[src/rtl/piso_pkg.sv]
// Shared types and constants for the parallel-in/serial-out transmitter.
// Build option PISO_PARITY_EN (see piso_serializer.sv) does not affect this file.
package piso_pkg;

    localparam int unsigned PISO_DEFAULT_WIDTH = 6;

    typedef enum logic [0:0] {
        StIdle  = 1'b0,
        StShift = 1'b1
    } piso_state_e;

endpackage

[src/rtl/piso_serializer_if.sv]
// Word-in / bit-out bus of the serializer: producer handshake plus serial link outputs.
// Build option PISO_PARITY_EN does not change this interface.
interface piso_serializer_if
    import piso_pkg::*;
#(
    parameter int unsigned WIDTH = PISO_DEFAULT_WIDTH
);

    logic [WIDTH-1:0] data_in;
    logic             load_valid;
    logic             load_ready;
    logic             serial_out;
    logic             serial_valid;
    logic             done;

    // Producer/observer side.
    modport master (
        output data_in,
        output load_valid,
        input  load_ready,
        input  serial_out,
        input  serial_valid,
        input  done
    );

    // Serializer side.
    modport slave (
        input  data_in,
        input  load_valid,
        output load_ready,
        output serial_out,
        output serial_valid,
        output done
    );

endinterface

[src/rtl/piso_serializer.sv]
// Parallel-in, serial-out transmitter, MSB first, back-to-back words without gaps.
// Define PISO_PARITY_EN to append an even-parity bit after each word.
module piso_serializer
    import piso_pkg::*;
#(
    parameter int unsigned WIDTH = PISO_DEFAULT_WIDTH
) (
    input  logic                clock,
    input  logic                reset,
    piso_serializer_if.slave    bus
);

    localparam int unsigned CntW = $clog2(WIDTH + 1);
`ifdef PISO_PARITY_EN
    localparam logic [CntW-1:0] LastIdx = CntW'(WIDTH);
`else
    localparam logic [CntW-1:0] LastIdx = CntW'(WIDTH - 1);
`endif

    piso_state_e      state_q;
    logic [WIDTH-1:0] shreg_q;
    logic [CntW-1:0]  cnt_q;
`ifdef PISO_PARITY_EN
    logic             parity_q;
`endif

    logic last_bit;
    logic load_ready;
    logic accept;
    logic bit_out;

    assign last_bit   = (state_q == StShift) && (cnt_q == LastIdx);
    assign load_ready = (state_q == StIdle) || last_bit;
    assign accept     = bus.load_valid && load_ready;

    always_comb begin
        bit_out = 1'b0;
        if (state_q == StShift) begin
`ifdef PISO_PARITY_EN
            bit_out = (cnt_q == LastIdx) ? parity_q : shreg_q[WIDTH-1];
`else
            bit_out = shreg_q[WIDTH-1];
`endif
        end
    end

    always_ff @(posedge clock or posedge reset) begin
        if (reset) begin
            state_q  <= StIdle;
            shreg_q  <= '0;
            cnt_q    <= '0;
`ifdef PISO_PARITY_EN
            parity_q <= 1'b0;
`endif
        end else if (accept) begin
            // Covers both a fresh load from idle and a seamless reload on the last bit.
            state_q  <= StShift;
            shreg_q  <= bus.data_in;
            cnt_q    <= '0;
`ifdef PISO_PARITY_EN
            parity_q <= ^bus.data_in;
`endif
        end else if (state_q == StShift) begin
            shreg_q <= {shreg_q[WIDTH-2:0], 1'b0};
            if (last_bit) begin
                state_q <= StIdle;
                cnt_q   <= '0;
            end else begin
                cnt_q <= cnt_q + CntW'(1);
            end
        end
    end

    assign bus.load_ready   = load_ready;
    assign bus.serial_out   = bit_out;
    assign bus.serial_valid = (state_q == StShift);
    assign bus.done         = last_bit;

endmodule

[src/flat_wrapper.sv]
// flat-port wrapper written by rule: the top's interface ports become plain ports
module piso_serializer_flat import piso_pkg::*;
#(
    parameter int unsigned WIDTH = PISO_DEFAULT_WIDTH
)
  (clock, reset, bus_data_in, bus_load_valid, bus_load_ready, bus_serial_out, bus_serial_valid, bus_done);
  piso_serializer_if #(.WIDTH(WIDTH)) bus_i ();
  input  logic clock;
  input  logic reset;
  input wire logic [$bits(bus_i.data_in)-1:0] bus_data_in;
  input wire logic [$bits(bus_i.load_valid)-1:0] bus_load_valid;
  output wire logic [$bits(bus_i.load_ready)-1:0] bus_load_ready;
  output wire logic [$bits(bus_i.serial_out)-1:0] bus_serial_out;
  output wire logic [$bits(bus_i.serial_valid)-1:0] bus_serial_valid;
  output wire logic [$bits(bus_i.done)-1:0] bus_done;
  assign bus_i.data_in = bus_data_in;
  assign bus_i.load_valid = bus_load_valid;
  assign bus_load_ready = bus_i.load_ready;
  assign bus_serial_out = bus_i.serial_out;
  assign bus_serial_valid = bus_i.serial_valid;
  assign bus_done = bus_i.done;
  piso_serializer #(.WIDTH(WIDTH)) u_core (.clock(clock), .reset(reset), .bus(bus_i));
endmodule
[config.mk]
export PLATFORM = sky130hd
export DESIGN_NAME = piso_serializer_flat
export DESIGN_NICKNAME = d
export VERILOG_FILES = /design/src/rtl/piso_pkg.sv /design/src/rtl/piso_serializer_if.sv /design/src/rtl/piso_serializer.sv /design/src/flat_wrapper.sv
export SDC_FILE = /design/constraint.sdc
export NUM_CORES = 1
export LEC_CHECK = 0
export ABC_AREA = 1
export CAP_MARGIN = 20
export CELL_PAD_IN_SITES_DETAIL_PLACEMENT = 0
export CELL_PAD_IN_SITES_GLOBAL_PLACEMENT = 1
export CORE_MARGIN = 10
export CORE_UTILIZATION = 36
export CTS_CLUSTER_DIAMETER = 30
export CTS_CLUSTER_SIZE = 16
export DETAILED_ROUTE_END_ITERATION = 8
export PLACE_DENSITY_LB_ADDON = 0.1
export SYNTH_ARGS = -nofsm -noshare
export SYNTH_HDL_FRONTEND = slang
export SYNTH_SLANG_ARGS = --single-unit
[constraint.sdc]
create_clock -name clock -period 2.1 [get_ports clock]
set_input_delay 0.63 -clock clock [delete_from_list [all_inputs] [get_ports clock]]
set_output_delay 0.63 -clock clock [all_outputs]
set_load 0.01 [all_outputs]
==> results of run 1 <==
[how the worst min path moves through the flow]
stage	slack [ps]	end
4_1_cts	500	u_core.shreg_q[1]
3_3_place_gp	480	u_core.shreg_q[3]
3_5_place_dp	480	u_core.shreg_q[3]
6_report	500	u_core.shreg_q[2]
2_1_floorplan	470	u_core.bus.serial_valid
5_1_grt	510	u_core.shreg_q[1]
[layout make-up]
type                    instances  area (µm²)  share of cell area (%)
repair buffers                 15         140                    19.8
well taps                      16        20.0                    2.82
flip-flops and latches         10         251                    35.4
inverters                      12        45.0                    6.35
multi-input cells              45         230                    32.5
clock buffers                   3        22.5                    3.17
[cells by family after synthesis]
logic type / synth area share, %
and+or+nand+nor: 32.2
buffers and inverters: 14.1
DFF: 44.7
AOI/OAI and AO/OA: 4.47
adders and majority gates: 4.47
[through the flow]
step           worst slack [ps]  util [%]  total power, mW  cell area, µm²  cells
2_1_floorplan               583         -            0.588             559     70
3_3_place_gp                203      46.2            0.705             688     98
3_5_place_dp                185      46.2            0.712             688     98
4_1_cts                    23.3      47.6            0.839             708    101
5_1_grt                    34.2      47.6            0.909             709    101
6_report                    117      47.6            0.824             709    101
[power by group]
part	switching [mW]	internal (mW)	total, mW
Combinational	0.198	0.167	0.365
Sequential	0.0526	0.270	0.323
Clock	0.0701	0.0662	0.136
Total	0.320	0.503	0.824
[flip-flops by register name (all words and copies together), names as in the netlist]
signal                   count
u_core.cnt_q                 3
u_core.bus.serial_valid      1
u_core.shreg_q               6
[layout by cell type (no fill, tap or decap)]
cell	count
nand2_1	18
inv_1	12
nand3_1	11
clkdlybuf4s50_1	10
dfrtp_1	9
nor2_1	4
nor2_2	4
clkbuf_4	3
buf_4	3
ha_1	2
dlygate4sd2_1	2
nor2_4	1
nand2_2	1
o22ai_1	1
o21ai_1	1
o21ai_0	1
o21ai_2	1
dfrtp_2	1
[per-layer routing]
| layer | routed length (µm) | track usage (%) | vias to the layer above |
|---|---|---|---|
| li1 | - | - | 243 |
| met2 | 480 | 10.1 | 14 |
| met1 | 564 | 8.66 | 219 |
| met4 | 11 | 3.93 | 0 |
| met5 | 0 | 0 | - |
| met3 | 106 | 5.15 | 2 |
[worst reg2reg max path: cells and delay by family, from the launching register on]
kind	cells	cell delay, ps
fa+ha+maj	1	210
buf+inv	1	180
flops	1	420
simple gates	5	480
[what timing repair did]
action                     in CTS  in global routing
gates resized for setup         2                  1
setup endpoints to repair       2                  1
hold buffers                    0                  0
==> reports/metrics.cfg, run 1 <==
[outcome]
status = finished, final reports clean

[setup_path]
cp_max_fo = 6
timing.reg2reg.setup_slack_ps = 770
startpoint_type = flip-flop
critical_path_cell_count = 3
criticalPathCategory = reg2out
crit_path_end = bus_serial_out
critical_path.n_buffers_inverters = 2
cp.arrival_ps = 1350
required_ps = 1470
critPathCaptureType = primary output
cp_top_family = buffers and inverters
regToRegStartpoint = u_core.cnt_q[0]
cpPeakStageDelay_ps = 520
crit_start = u_core.bus.serial_valid
ff2ff_path_depth = 7
crit_chain = nand2_1, inv_1, clkdlybuf4s50_1
crit_slowest_cell = clkdlybuf4s50_1
timing.rr.end = u_core.shreg_q[1]

[pwr]
vdd_drop_max_v = 0.000521
static-leakage-power_nw = 0.356
p_per_area_nw_per_um2 = 1160

[sta]
final_max_slew_viol_count = 0
maxClockFrequency_mhz = 504
hold_slack_ps = 499
finalSetupTns_ps = 0
final.min_clock_period_ps = 1980
transition_at_the_pin_with_the_smallest_max_transition_slack_ps = 403
final_period_util_pct = 94.4
timing.clock.skew_ps = 3.25
setup_viol = 0
timing_hold_violations_final = 0
timing.slew.headroom_pct = 73.1
grt_setup_unrepaired = false

[synth]
ys_types = 14
synthesized_nets = 81
yosysWarnings = 0
cells_taking_the_most_area_after_synthesis = dfrtp_1 (45%), nand2_1 (12%), nand3_1 (9.8%)
synth.cells.most_frequent = nand2_1 (18), inv_1 (12), nand3_1 (11), dfrtp_1 (10)
yosys_most_used_dff = dfrtp_1
cell_area_after_synthesis_um2 = 559
edff_count_synth = 0
post-synth-top-count-cell = nand2_1
synth.largest_area_cell = dfrtp_1
proportion_of_synthesized_flip_flops_having_asynchronous_set_or_reset_pct = 100
synth_cells = 70
ys_ff_latch = 10
seq_area_frac_synth_pct = 44.7
fraction_of_post_synthesis_cell_area_in_the_top_cell_type_by_area_pct = 44.7
syn-mean-instance-area_um2 = 7.99

[final_layout]
post_route_cells_drive_above_1_share_pct = 16.5
antenna_cells = 0
number_of_nets_in_the_finished_design = 98
fill_cell_count = 153
area_growth_syn_to_layout_pct = 26.8

[clocking]
tritoncts = yes
cts_max_level = 1
cts.reportedPaths.clkPinSlew_ps = 70
cts_sinks = 10
bufs_on_longest_clock_path = 2
clock_latency_ps = 260
post_cts_buffers = 0
cts_made_buffers = 3
root_buffer = clkbuf_4

[worst_hold_path]
class_of_the_worst_hold_path = reg2reg
beginning_of_the_worst_hold_path = u_core.shreg_q[2]
hold_path_depth = 2

[grt]
number_of_antenna_violations_at_the_first_check_in_global_routing = 0
via_count_of_the_first_global_routing_pass = 454
grt_start_max_net_pins = 12
grt_usage_pct = 7.52
grt_first_pass_wirelength_mm = 2.01
grt-ovfl-total = 0

[detailed_routing]
detail-route-antenna-nets = 0
first_pass_iters = 2
finalWirelength_mm = 1.16
avgRoutedWirePerCell_um = 11.5
drcViolationCount = 0
via_per_inst = 4.73
initialDrtViolationCount = 7
via_count = 478

[floorplan]
initial_core_util_pct = 37.6
floorplan.die_area_um2 = 3530
fp.dieW_um = 59.4
num_rows = 14
core-area_um2 = 1490
die-height_um = 59.4
io-pin-count = 13

[job]
maxCapViolCount = 0

[placement]
buffer_ports.inserted = 12
gp_congestion = 0.678
hpwlAfterDp_um = 882

Note: power is estimated with default switching activity, not from simulation.
==> run 2, diff against run 1 <==
--- a/config.mk
+++ b/config.mk
@@ -10,5 +10,4 @@
 export CELL_PAD_IN_SITES_DETAIL_PLACEMENT = 0
 export CELL_PAD_IN_SITES_GLOBAL_PLACEMENT = 1
-export CORE_MARGIN = 10
 export CORE_UTILIZATION = 36
 export CTS_CLUSTER_DIAMETER = 30
==> constraint.sdc (replaced) <==
create_clock -name clock -period 2.1 [get_ports clock]
set_input_delay 0.63 -clock clock [delete_from_list [all_inputs] [get_ports clock]]
set_output_delay 0.63 -clock clock [all_outputs]
set_load 0.05 [all_outputs]
==> reports/metrics.cfg, run 2 (synthesis gave the netlist of run 1 again) <==
[outcome]
status = finished, final reports clean  ; unchanged

[setup_path]
cp_max_fo = 4  ; was 6
criticalPathCategory = reg2out  ; unchanged
startpoint_type = flip-flop  ; unchanged
ff2ff_path_depth = 7  ; unchanged
critPathCaptureType = primary output  ; unchanged
timing.rr.end = u_core.shreg_q[1]  ; unchanged
timing.reg2reg.setup_slack_ps = 710  ; was 770 ps
crit_slowest_cell = dfrtp_1  ; was clkdlybuf4s50_1
cp_top_family = flip-flops  ; was buffers and inverters
cpPeakStageDelay_ps = 430  ; was 520 ps
required_ps = 1470  ; about the same
regToRegStartpoint = u_core.cnt_q[0]  ; unchanged
critical_path.n_buffers_inverters = 1  ; was 2
cp.arrival_ps = 1280  ; was 1350 ps
crit_chain = ha_1, nand2_1, nand2_2, buf_12  ; was nand2_1, inv_1, clkdlybuf4s50_1

[placement]
gp_congestion = 0.716  ; was 0.678
dp_cells = 96  ; was 98
hpwlAfterDp_um = 747  ; was 882 µm
buffer_ports.inserted = 12  ; unchanged

[sta]
transition_at_the_pin_with_the_smallest_max_transition_slack_ps = 401  ; was 403 ps
setup_viol = 0  ; unchanged
timing.clock.skew_ps = 2.75  ; was 3.25 ps
timing.slew.headroom_pct = 73.2  ; was 73.1%
final_max_slew_viol_count = 0  ; unchanged
final_period_util_pct = 91.2  ; was 94.4%
finalSetupTns_ps = 0  ; unchanged
maxClockFrequency_mhz = 522  ; was 504 MHz
grt_setup_unrepaired = false  ; unchanged
timing_hold_violations_final = 0  ; unchanged
final.min_clock_period_ps = 1910  ; was 1980 ps

[clocking]
cts_sinks = 10  ; unchanged
cts_resized = 0  ; was 2
clock_latency_ps = 260  ; about the same
hold_bufs_at_cts = 0  ; unchanged
bufs_on_longest_clock_path = 2  ; unchanged
tritoncts = yes  ; unchanged
post_cts_buffers = 0  ; unchanged
cts.reportedPaths.clkPinSlew_ps = 70  ; about the same
cts_made_buffers = 3  ; unchanged
root_buffer = clkbuf_4  ; unchanged
cts_max_level = 1  ; unchanged

[detailed_routing]
finalWirelength_mm = 1.06  ; was 1.16 mm
avgRoutedWirePerCell_um = 10.7  ; was 11.5 µm
drcViolationCount = 0  ; unchanged
via_per_inst = 4.59  ; was 4.73
via_count = 454  ; was 478
detail-route-antenna-nets = 0  ; unchanged
first_pass_iters = 4  ; was 2
initialDrtViolationCount = 5  ; was 7

[final_layout]
flip_flop_count_of_the_largest_register_after_layout = 6  ; unchanged
antenna_cells = 0  ; unchanged
regMostFlops = u_core.shreg_q  ; unchanged
layout.cells.most_common = nand2_1  ; unchanged
post_route_cells_drive_above_1_share_pct = 20.2  ; was 16.5%
multi_input_gate_area_um2 = 233  ; was 230 µm²
fin_cells = 99  ; was 101
final_cell_mix = nand2_1 (18), inv_1 (12), nand3_1 (11)  ; unchanged
area_growth_syn_to_layout_pct = 30.9  ; was 26.8%
fill_cell_count = 137  ; was 153
number_of_nets_in_the_finished_design = 97  ; was 98
area.sequential_um2 = 250  ; was 251 µm²

[pwr]
vdd_drop_max_v = 0.000632  ; was 0.000521 V
power_mw = 0.982  ; was 0.824 mW
static-leakage-power_nw = 0.358  ; was 0.356 nW
p_per_area_nw_per_um2 = 1340  ; was 1160 nW/µm²

[grt]
grt_start_max_net_pins = 13  ; was 12
gr-usage-met3_pct = 2.61  ; was 5.15%
number_of_antenna_violations_at_the_first_check_in_global_routing = 0  ; unchanged
grt_usage_pct = 14.6  ; was 7.52%
grt.met2_usage_pct = 21.6  ; was 10.1%
grt_first_pass_wirelength_mm = 1.95  ; was 2.01 mm
grt.busiest_layer = met2  ; unchanged
via_count_of_the_first_global_routing_pass = 450  ; was 454
grt-ovfl-total = 0  ; unchanged
grt_use_met1_pct = 19.7  ; was 8.66%

[worst_hold_path]
min_to = u_core.shreg_q[1]  ; was u_core.shreg_q[2]
class_of_the_worst_hold_path = reg2reg  ; unchanged
hold_path_depth = 2  ; unchanged
beginning_of_the_worst_hold_path = u_core.shreg_q[1]  ; was u_core.shreg_q[2]

[floorplan]
fp.dieW_um = 41.4  ; was 59.4 µm
io-pin-count = 13  ; unchanged
num_rows = 13  ; was 14
initial_core_util_pct = 40.9  ; was 37.6%
core-area_um2 = 1370  ; was 1490 µm²
floorplan.die_area_um2 = 1720  ; was 3530 µm²
die-height_um = 41.4  ; was 59.4 µm

[job]
maxCapViolCount = 0  ; unchanged

## run 2: cell types whose count changed in the layout (fill, tap and decap cells not counted)
cell	previous run	this run
buf_12	0	3
clkdlybuf4s50_1	10	8
dlygate4sd2_1	2	0
dfrtp_1	9	10
dfrtp_2	1	0
nor2_1	4	3
nor2_2	4	5
## run 2: cell type report
class | instances | share of cell area [%]
inverter | 12 | 6.15
tap | 15 | 2.56
multi-input combinational | 45 | 31.8
timing repair buffer | 14 | 22.2
sequential | 10 | 34.2
clock buffer | 3 | 3.08
## run 2: report_power, final
| group | internal, mW | switching, mW | leakage [nW] |
|---|---|---|---|
| clock network | 0.0661 | 0.0662 | 0.0138 |
| logic | 0.225 | 0.302 | 0.218 |
| registers | 0.269 | 0.0543 | 0.126 |
| total | 0.560 | 0.422 | 0.358 |
## run 2: tightest hold or removal path: cells and delay by family (launching register included)
family,cells,cell delay (ps)
AND/OR/NAND/NOR,2,120
flip-flops,1,340
## run 2: routing by layer
metal / share of wire (%) / vias up / wire (µm)
met2: 44 / 14 / 466
met4: 2.0 / 0 / 21
met5: 0 / - / 0
met1: 49 / 195 / 523
met3: 4.4 / 4 / 46
li1: - / 241 / -
## run 2: worst max path at each step
| stage | depth (start not counted) | slack (ps) | end | startpoint |
|---|---|---|---|---|
| finish | 4 | 190 | bus_load_ready | u_core.cnt_q[0] |
| global route | 5 | 110 | bus_done | u_core.cnt_q[1] |
| CTS | 4 | 170 | bus_load_ready | u_core.cnt_q[0] |
| detailed placement | 6 | 280 | u_core.cnt_q[2] | bus_load_valid |
| global placement | 6 | 300 | u_core.cnt_q[2] | bus_load_valid |
| floorplan | 2 | 190 | bus_done | u_core.bus.serial_valid |
## run 2: through the flow
stage                     hold slack (ps)  cell area, µm²  setup WS [ps]  util (%)
after floorplan                       465             562            185         -
after global placement                483             709            303      51.9
after detailed placement              485             709            281      51.9
after CTS                             502             732            174      53.6
after global routing                  511             732            114      53.6
final                                 497             732            185      53.6
==> run 3, diff against run 2 <==
GPL_TIMING_DRIVEN = 0   (was default)
MAX_ROUTING_LAYER = met4   (was default)
TNS_END_PERCENT = 30   (was default)
==> reports/metrics.cfg, run 3 (synthesis gave the netlist of run 1 again) <==
[placement]
gp_congestion = 0.692  ; was 0.716
buffer_ports.inserted = 11  ; was 12
hpwlAfterDp_um = 742  ; was 747 µm
post-place-ws_ps = -248  ; was 281 ps

[final_layout]
number_of_nets_in_the_finished_design = 99  ; was 97
flip_flop_count_of_the_largest_register_after_layout = 6  ; unchanged
area_growth_syn_to_layout_pct = 29.3  ; was 30.9%
fill_cell_count = 150  ; was 137
layout.cells.most_common = nand2_1  ; unchanged
post_route_cells_drive_above_1_share_pct = 22.1  ; was 20.2%
regMostFlops = u_core.shreg_q  ; unchanged
final_cell_mix = nand2_1 (18), inv_1 (12), nand3_1 (11)  ; unchanged
finish.utilization_pct = 52.9  ; was 53.6%
antenna_cells = 0  ; unchanged

[sta]
transition_at_the_pin_with_the_smallest_max_transition_slack_ps = 480  ; was 401 ps
final_period_util_pct = 95.4  ; was 91.2%
timing_hold_violations_final = 0  ; unchanged
final.min_clock_period_ps = 2000  ; was 1910 ps
timing.slew.headroom_pct = 68.1  ; was 73.2%
finalSetupTns_ps = 0  ; unchanged
maxClockFrequency_mhz = 499  ; was 522 MHz
grt_setup_unrepaired = false  ; unchanged
setup_viol = 0  ; unchanged
timing.final.ws_setup_ps = 97.4  ; was 185 ps
final_max_slew_viol_count = 0  ; unchanged
timing.clock.skew_ps = 10.7  ; was 2.75 ps

[detailed_routing]
drcViolationCount = 0  ; unchanged
finalWirelength_mm = 1.03  ; was 1.06 mm
via_per_inst = 4.63  ; was 4.59
detail-route-antenna-nets = 0  ; unchanged
initialDrtViolationCount = 1  ; was 5
first_pass_iters = 2  ; was 4
via_count = 468  ; was 454
avgRoutedWirePerCell_um = 10.2  ; was 10.7 µm

[setup_path]
criticalPathCategory = reg2out  ; unchanged
crit_chain = nand2_1, inv_1, dlygate4sd2_1  ; was ha_1, nand2_1, nand2_2, buf_12
critical_path.n_buffers_inverters = 2  ; was 1
startpoint_type = flip-flop  ; unchanged
ff2ff_path_depth = 6  ; was 7
cp_max_fo = 6  ; was 4
cp.arrival_ps = 1370  ; was 1280 ps
cp_top_family = buffers and inverters  ; was flip-flops
critPathCaptureType = primary output  ; unchanged
required_ps = 1470  ; about the same
regToRegStartpoint = u_core.cnt_q[0]  ; unchanged
crit_slowest_cell = dlygate4sd2_1  ; was dfrtp_1
timing.rr.end = u_core.shreg_q[2]  ; was u_core.shreg_q[1]
timing.reg2reg.setup_slack_ps = 900  ; was 710 ps
cpPeakStageDelay_ps = 510  ; was 430 ps

[clocking]
cts.reportedPaths.clkPinSlew_ps = 70  ; about the same
cts_made_buffers = 3  ; unchanged
cts_sinks = 10  ; unchanged
tritoncts = yes  ; unchanged
bufs_on_longest_clock_path = 2  ; unchanged
cts_max_level = 1  ; unchanged
clock_latency_ps = 260  ; about the same
root_buffer = clkbuf_4  ; unchanged

[grt]
number_of_antenna_violations_at_the_first_check_in_global_routing = 0  ; unchanged
grt-ovfl-total = 0  ; unchanged
grt_start_max_net_pins = 11  ; was 13
grt_usage_pct = 14.2  ; was 14.6%
via_count_of_the_first_global_routing_pass = 420  ; was 450
grt_first_pass_wirelength_mm = 1.85  ; was 1.95 mm

[pwr]
power_mw = 0.947  ; was 0.982 mW
p_per_area_nw_per_um2 = 1310  ; was 1340 nW/µm²
vdd_drop_max_v = 0.000580  ; was 0.000632 V
static-leakage-power_nw = 0.362  ; was 0.358 nW

[floorplan]
fp.dieW_um = 41.4  ; unchanged
die-height_um = 41.4  ; unchanged
core-area_um2 = 1370  ; unchanged
num_rows = 13  ; unchanged
floorplan.die_area_um2 = 1720  ; unchanged
initial_core_util_pct = 40.9  ; unchanged
io-pin-count = 13  ; unchanged

[worst_hold_path]
hold_path_depth = 2  ; unchanged
class_of_the_worst_hold_path = reg2reg  ; unchanged
beginning_of_the_worst_hold_path = u_core.shreg_q[1]  ; unchanged
min_to = u_core.shreg_q[1]  ; unchanged

[outcome]
status = finished, final reports clean  ; unchanged

[job]
maxCapViolCount = 0  ; unchanged

==> run 3: changes by cell type in the layout (fill, tap and decap cells not counted), sizes merged <==
cell | before | now
buf | 6 | 7
clkdlybuf4s50 | 8 | 7
dlygate4sd2 | 0 | 2
==> run 3: how the worst max path moves through the flow <==
| stage | cells after the start | end | startpoint |
|---|---|---|---|
| after floorplan | 2 | bus_done | u_core.bus.serial_valid |
| after global placement | 6 | bus_load_ready | u_core.cnt_q[1] |
| after detailed placement | 6 | bus_load_ready | u_core.cnt_q[1] |
| after CTS | 5 | bus_load_ready | u_core.cnt_q[0] |
| after global routing | 6 | bus_load_ready | u_core.cnt_q[1] |
| final | 3 | bus_serial_out | u_core.bus.serial_valid |
==> run 3: through the flow <==
stage,hold slack (ps),cell area (µm²),std cells
global placement,480,691,96
floorplan,465,562,70
detailed placement,486,691,96
finish,497,723,101
global route,517,723,101
CTS,503,713,99
==> run 3: area by class of cell <==
cell class	count	area, µm²	share of cell area [%]
sequential	10	251	34.8
clock buffer	3	22.5	3.11
multi-input combinational	45	233	32.2
inverter	12	45.0	6.23
timing repair buffer	13	119	16.4
tap	15	18.8	2.60
buffer	3	33.8	4.67
==> run 3: worst register-to-register path, stage by stage (launching register included) <==
cell and delay (ps):
dfrtp_2 410, ha_1 200, nand2_1 110, nand2_2 80
buf_6 160, nand3_1 60, nand3_1 80
==> run 3: repair_timing <==
action	4_1_cts	5_1_grt
resized for setup	8	8
hold buffers	0	0
setup buffers	0	2
setup endpoints to repair	4	2
==> run 3: metal layers <==
metal / global-route usage [%] / vias up / share of wire (%)
li1: - / 247 / -
met1: 19.4 / 209 / 50
met2: 19.7 / 10 / 45
met3: 3.91 / 2 / 4.2
met4: 5.81 / 0 / 1.2
met5: - / - / 0
==> run 3: report_power, final <==
part	switching [mW]	internal [mW]	total, mW
clock network	0.0639	0.0659	0.130
registers	0.0471	0.271	0.318
logic	0.301	0.199	0.500
total	0.412	0.536	0.947
